**config.mk**
```make
export PLATFORM = sky130hd
export DESIGN_NAME = i2c_slave_txn_ctrl
export DESIGN_NICKNAME = d
export VERILOG_FILES = /design/src/rtl/i2c_slave_txn_ctrl.sv
export SDC_FILE = /design/constraint.sdc
export NUM_CORES = 1
export LEC_CHECK = 0
export CAP_MARGIN = 20
export CORE_AREA = 2 2 100 102
export DETAILED_ROUTE_END_ITERATION = 10
export DIE_AREA = 0 0 102 104
export GPL_TIMING_DRIVEN = 0
export SLEW_MARGIN = 10
export SYNTH_ARGS = -nofsm -noshare
export SYNTH_HDL_FRONTEND = slang
export SYNTH_SLANG_ARGS = --single-unit
```
**constraint.sdc**
```tcl
create_clock -name CLK -period 7.8 [get_ports CLK]
set_clock_uncertainty 0.05 [all_clocks]
set_input_delay 1.95 -clock CLK [delete_from_list [all_inputs] [get_ports CLK]]
set_output_delay 1.95 -clock CLK [all_outputs]
set_load 0.05 [all_outputs]
```
**src/rtl/i2c_slave_txn_ctrl.sv**
```systemverilog
// Transaction sequencer for the EPT I2C slave: steers the byte shifter and ack unit,
// decodes the device address, drives register-file strobes and aborts stalled transfers.
module i2c_slave_txn_ctrl #(
    parameter logic [6:0]  SLAVE_ADDR  = 7'h50,
    parameter logic [15:0] TIMEOUT_CYC = 16'd50000
) (
    input  logic       CLK,
    input  logic       RST_N,
    input  logic       START_DET,
    input  logic       STOP_DET,
    input  logic       BYTE_DONE,
    input  logic [7:0] RX_BYTE,
    input  logic       ACK_DONE,
    input  logic       ACK_BIT,
    input  logic [7:0] RD_DATA,
    output logic       RX_START,
    output logic       TX_START,
    output logic [7:0] TX_DATA,
    output logic       ACK_REQ_START,
    output logic       ACK_GNT_START,
    output logic       WR_EN,
    output logic       RD_EN,
    output logic [7:0] REG_ADDR,
    output logic [7:0] WR_DATA,
    output logic       BUSY,
    output logic       TIMEOUT
);

    typedef enum logic [10:0] {
        IDLE     = 11'b000_0000_0001,
        ADDR_RX  = 11'b000_0000_0010,
        ADDR_CHK = 11'b000_0000_0100,
        ACK_TX   = 11'b000_0000_1000,
        DATA_RX  = 11'b000_0001_0000,
        WRITE    = 11'b000_0010_0000,
        RD_REQ   = 11'b000_0100_0000,
        RD_LOAD  = 11'b000_1000_0000,
        DATA_TX  = 11'b001_0000_0000,
        ACK_RX   = 11'b010_0000_0000,
        ACK_CHK  = 11'b100_0000_0000
    } state_t;

    state_t      state, next_state;
    logic        entry_q;
    logic [15:0] wdog;
    logic        in_wait, restart, timeout_hit, change, local_ev;
    logic [7:0]  addr_byte;
    logic        rw_q, first_byte, ack_bit_q;
    logic [7:0]  reg_addr_q, tx_data_q, wr_data_q;

    assign in_wait = (state == ADDR_RX) || (state == ACK_TX) || (state == DATA_RX) ||
                     (state == DATA_TX) || (state == ACK_RX);
    // A START seen while already in ADDR_RX still counts as a fresh entry.
    assign change   = (next_state != state) || restart;
    assign local_ev = !STOP_DET && !START_DET && !timeout_hit;

    always_comb begin
        next_state  = state;
        restart     = 1'b0;
        timeout_hit = 1'b0;
        if (STOP_DET) begin
            next_state = IDLE;
        end else if (START_DET) begin
            next_state = ADDR_RX;
            restart    = 1'b1;
        end else if (in_wait && (wdog == TIMEOUT_CYC - 16'd1)) begin
            next_state  = IDLE;
            timeout_hit = 1'b1;
        end else begin
            case (state)
                ADDR_RX:  if (BYTE_DONE) next_state = ADDR_CHK;
                ADDR_CHK: next_state = (addr_byte[7:1] == SLAVE_ADDR) ? ACK_TX : IDLE;
                ACK_TX:   if (ACK_DONE) next_state = rw_q ? RD_REQ : DATA_RX;
                DATA_RX:  if (BYTE_DONE) next_state = first_byte ? ACK_TX : WRITE;
                WRITE:    next_state = ACK_TX;
                RD_REQ:   next_state = RD_LOAD;
                RD_LOAD:  next_state = DATA_TX;
                DATA_TX:  if (BYTE_DONE) next_state = ACK_RX;
                ACK_RX:   if (ACK_DONE) next_state = ACK_CHK;
                ACK_CHK:  next_state = ack_bit_q ? IDLE : RD_REQ;
                default:  next_state = IDLE;
            endcase
        end
    end

    always_ff @(posedge CLK or negedge RST_N) begin
        if (!RST_N) begin
            state   <= IDLE;
            entry_q <= 1'b0;
            wdog    <= '0;
        end else begin
            state   <= next_state;
            entry_q <= change;
            wdog    <= (change || !in_wait) ? 16'd0 : wdog + 16'd1;
        end
    end

    // Datapath registers advance only when no global event or abort overrides the state.
    always_ff @(posedge CLK or negedge RST_N) begin
        if (!RST_N) begin
            addr_byte  <= '0;
            rw_q       <= 1'b0;
            first_byte <= 1'b1;
            ack_bit_q  <= 1'b0;
            reg_addr_q <= '0;
            tx_data_q  <= '0;
            wr_data_q  <= '0;
        end else if (local_ev) begin
            case (state)
                ADDR_RX: if (BYTE_DONE) begin
                    addr_byte  <= RX_BYTE;
                    first_byte <= 1'b1;
                end
                ADDR_CHK: rw_q <= addr_byte[0];
                DATA_RX: if (BYTE_DONE) begin
                    if (first_byte) begin
                        reg_addr_q <= RX_BYTE;
                        first_byte <= 1'b0;
                    end else begin
                        wr_data_q <= RX_BYTE;
                    end
                end
                WRITE:   reg_addr_q <= reg_addr_q + 8'd1;
                RD_LOAD: tx_data_q  <= RD_DATA;
                ACK_RX:  if (ACK_DONE) ack_bit_q <= ACK_BIT;
                ACK_CHK: reg_addr_q <= reg_addr_q + 8'd1;
                default: ;
            endcase
        end
    end

    // Entry pulses fire only in the first cycle spent in a state.
    assign RX_START      = entry_q && ((state == ADDR_RX) || (state == DATA_RX));
    assign ACK_GNT_START = entry_q && (state == ACK_TX);
    assign TX_START      = entry_q && (state == DATA_TX);
    assign ACK_REQ_START = entry_q && (state == ACK_RX);
    assign WR_EN         = (state == WRITE);
    assign RD_EN         = (state == RD_REQ);
    assign BUSY          = (state != IDLE);
    assign TIMEOUT       = timeout_hit;
    assign REG_ADDR      = reg_addr_q;
    assign TX_DATA       = tx_data_q;
    assign WR_DATA       = wr_data_q;

endmodule

```
==> flow_metrics.py <==
metrics = {
    "critical_path": {
        "cp.required_ps": 5800,
        "critPathKind": "in2out",
        "endpoint_kind": "output port",
        "critPathMaxFanout": 8,
        "crit_arrival_ps": 3850,
        "cp-start-kind": "primary input",
    },
    "finish": {
        "drive_gt1_frac": 0.178,
        "nets": 431,
        "antennaDiodeCount": 0,
        "syn_to_final_growth_pct": 27.0,
    },
    "die": {
        "design.portCount": 55,
        "initial_utilization": 0.364,
        "coreArea_um2": 9550,
        "die_h_um": 104,
        "die_w_um": 102,
        "die_area_um2": 10600,
        "fp-row-count": 36,
    },
    "synth": {
        "synth_flop_cell": "dfrtp_1",
        "ys_warn_count": 0,
        "ys_async_sr_fraction": 1.00,
        "synth_area_leaders": "dfrtp_1 44%, mux2_2 5.8%, nor2_1 3.7%, mux2_4 3.5%, xor2_1 3.0%",
        "syn_area_per_cell_um2": 10.2,
        "ys_seq_area_frac": 0.454,
        "yosys_register_bits": 63,
        "synth_edf_count": 0,
        "synth_cells": 339,
        "synth.distinct_cells": 65,
        "synth_top_area_share": 0.439,
        "synth_nets": 364,
        "synth.cell_area_um2": 3470,
        "synth_top_area_cell": "dfrtp_1",
    },
    "clock_tree": {
        "cts_max_level": 3,
        "cts_buffers": 9,
        "worstSkewPairLatency_ps": 340,
        "cts_tree": "done",
        "cts_setup_buffers": 0,
        "clkTransAtPathRegs_ps": 70,
        "clock_sinks": 63,
        "cts_resized": 0,
        "clock-root-buffer": "clkbuf_8",
        "ctsHoldBuffers": 0,
        "cts_buffer_depth": 2,
    },
    "routing": {
        "drc": 0,
        "wl_mm": 8.42,
        "drtAntennaViolNets": 0,
        "vias": 2920,
        "wl_per_cell_um": 15.5,
        "via_per_inst": 5.37,
        "dr.pass1.iters": 4,
        "drt_iter0_markers": 130,
    },
    "place": {
        "hpwl_mm": 6.21,
        "numPortBuffers": 54,
        "gp_congestion": 0.927,
    },
    "timing": {
        "hold_violations": 0,
        "period_share": 0.751,
        "maxSlewHeadroom": 0.608,
        "fmax_ghz": 0.171,
        "tightestPinTransition_ps": 583,
        "setup_viol": 0,
        "rsz0062_at_grt": "false",
        "fin_crit_ps": 5850,
        "maxSlewViolCount": 0,
        "tns_ps": 0,
    },
    "pwr": {
        "power_uw": 686,
        "power.leakage_nw": 1.89,
        "powerDensity_nw_per_um2": 156,
        "vdd_drop_max_v": 0.0000780,
    },
    "run": {
        "drv_cap": 0,
    },
    "grt": {
        "grt_max_degree": 37,
        "grt_pass1_vias": 2863,
        "grt_usage": 0.165,
        "grt_overflow_total": 0,
        "antenna_found_initial": 0,
        "grt_pass1_wl_mm": 14.0,
    },
    "outcome": {
        "outcome": "complete, no violations",
    },
    "min_path": {
        "hold_path_class": "reg2reg",
    },
}
==> registers in the layout, indices dropped and copies added, names as in the netlist <==
name,count
entry_q,1
addr_byte,8
TX_DATA,8
ack_bit_q,1
REG_ADDR,8
state,11
wdog,16
rw_q,1
WR_DATA,8
first_byte,1
==> where the power goes <==
| group | internal, mW | switching (mW) |
|---|---|---|
| Clock | 0.166 | 0.127 |
| Combinational | 0.0246 | 0.0333 |
| Sequential | 0.331 | 0.00335 |
| Total | 0.522 | 0.164 |
==> cells by family (layout without fill, tap and decap cells) <==
family,Yosys count,count (layout),share of synthesized area
AND/OR/NAND/NOR,140,140,0.232
multiplexers,28,28,0.0987
XOR/XNOR,21,21,0.0529
adder cells (fa/ha/maj),2,2,0.00720
buffers and inverters,25,97,0.0356
AO/OA/AOI/OAI,60,60,0.120
flip-flops,63,63,0.454
==> worst paths after layout <==
path / startpoint / end / slack [ps] / cells past startpoint
max: STOP_DET / TIMEOUT / 1950 / 5
min: wdog[0] / wdog[0] / 410 / 1
max reg2reg: state[4] / wdog[9] / 4880 / 9
min reg2reg: wdog[0] / wdog[0] / 410 / 1
max in group asynchronous: RST_N / first_byte / 5630 / 2
min in group asynchronous: RST_N / TX_DATA[5] / 1480 / 1
==> layout make-up <==
type,instances,area (um^2)
Fill cell,946,5140
Tap cell,133,166
Clock inverter,4,52.6
Inverter,7,26.3
Buffer,18,97.6
Timing Repair Buffer,56,563
Clock buffer,12,155
Sequential cell,63,1580
Multi-Input combinational cell,251,1770
==> stage by stage <==
| step | hold WS (ps) | cell area (um^2) | cells | util | setup WS (ps) |
|---|---|---|---|---|---|
| floorplan | 375 | 3470 | 339 | - | 2730 |
| global placement | 398 | 4180 | 526 | 0.438 | 1940 |
| detailed placement | 412 | 4200 | 527 | 0.440 | 1940 |
| CTS | 425 | 4410 | 543 | 0.461 | 1930 |
| global route | 454 | 4410 | 544 | 0.462 | 1820 |
| finish | 415 | 4410 | 544 | 0.462 | 1950 |
==> synth_stat cells, types with 2 or more instances <==
cell type and instances:
inv_1 6, nor3b_1 4, nor2b_1 4, xnor2_1 9
nor4b_1 2, and2_1 9, a2bb2oi_1 3, o2111ai_1 2
xor2_1 12, nand2_1 15, buf_2 9, or2_2 3
mux2_4 8, or3_1 2, o21ai_0 15, nor4_1 4
ha_1 2, and4_1 2, buf_6 2, nor3_1 5
a31oi_1 2, dfrtp_1 61, nand4b_1 2, a211o_1 3
and3_1 11, nand4_1 8, nand2b_1 5, a21oi_1 12
o22ai_1 3, mux2_2 18, clkbuf_1 5, dfstp_2 2
nand3_1 18, nor4bb_1 3, nor2_1 34, a211oi_2 2
o21a_1 3, mux2i_1 2
==> critical path, stage by stage <==
cell and delay [ps]:
clkdlybuf4s50_1 460, or2_2 310, buf_1 200, nor2_1 130, clkdlybuf4s50_1 810
==> cell usage in the layout (no fill, tap or decap), types with 4 or more instances in the layout <==
master / n
and2_1: 9
and3_1: 11
o21ai_0: 15
nor4_1: 4
buf_2: 9
xor2_1: 12
inv_1: 6
nand4_1: 8
clkbuf_8: 11
clkdlybuf4s50_1: 53
nand3_1: 18
clkbuf_1: 6
dfrtp_1: 61
nand2b_1: 5
xnor2_1: 9
nor2_1: 34
mux2_2: 18
a21oi_1: 12
nand2_1: 15
nor2b_1: 4
nor3_1: 5
nor3b_1: 4
mux2_4: 8
==> layer usage <==
metal,part of all wire,track usage,vias up
met1,0.49,0.247,1442
met2,0.43,0.227,96
met5,0,0,-
li1,-,-,1357
met3,0.052,0.0397,25
met4,0.026,0.0667,0
Power figures use the tool's default switching activity.
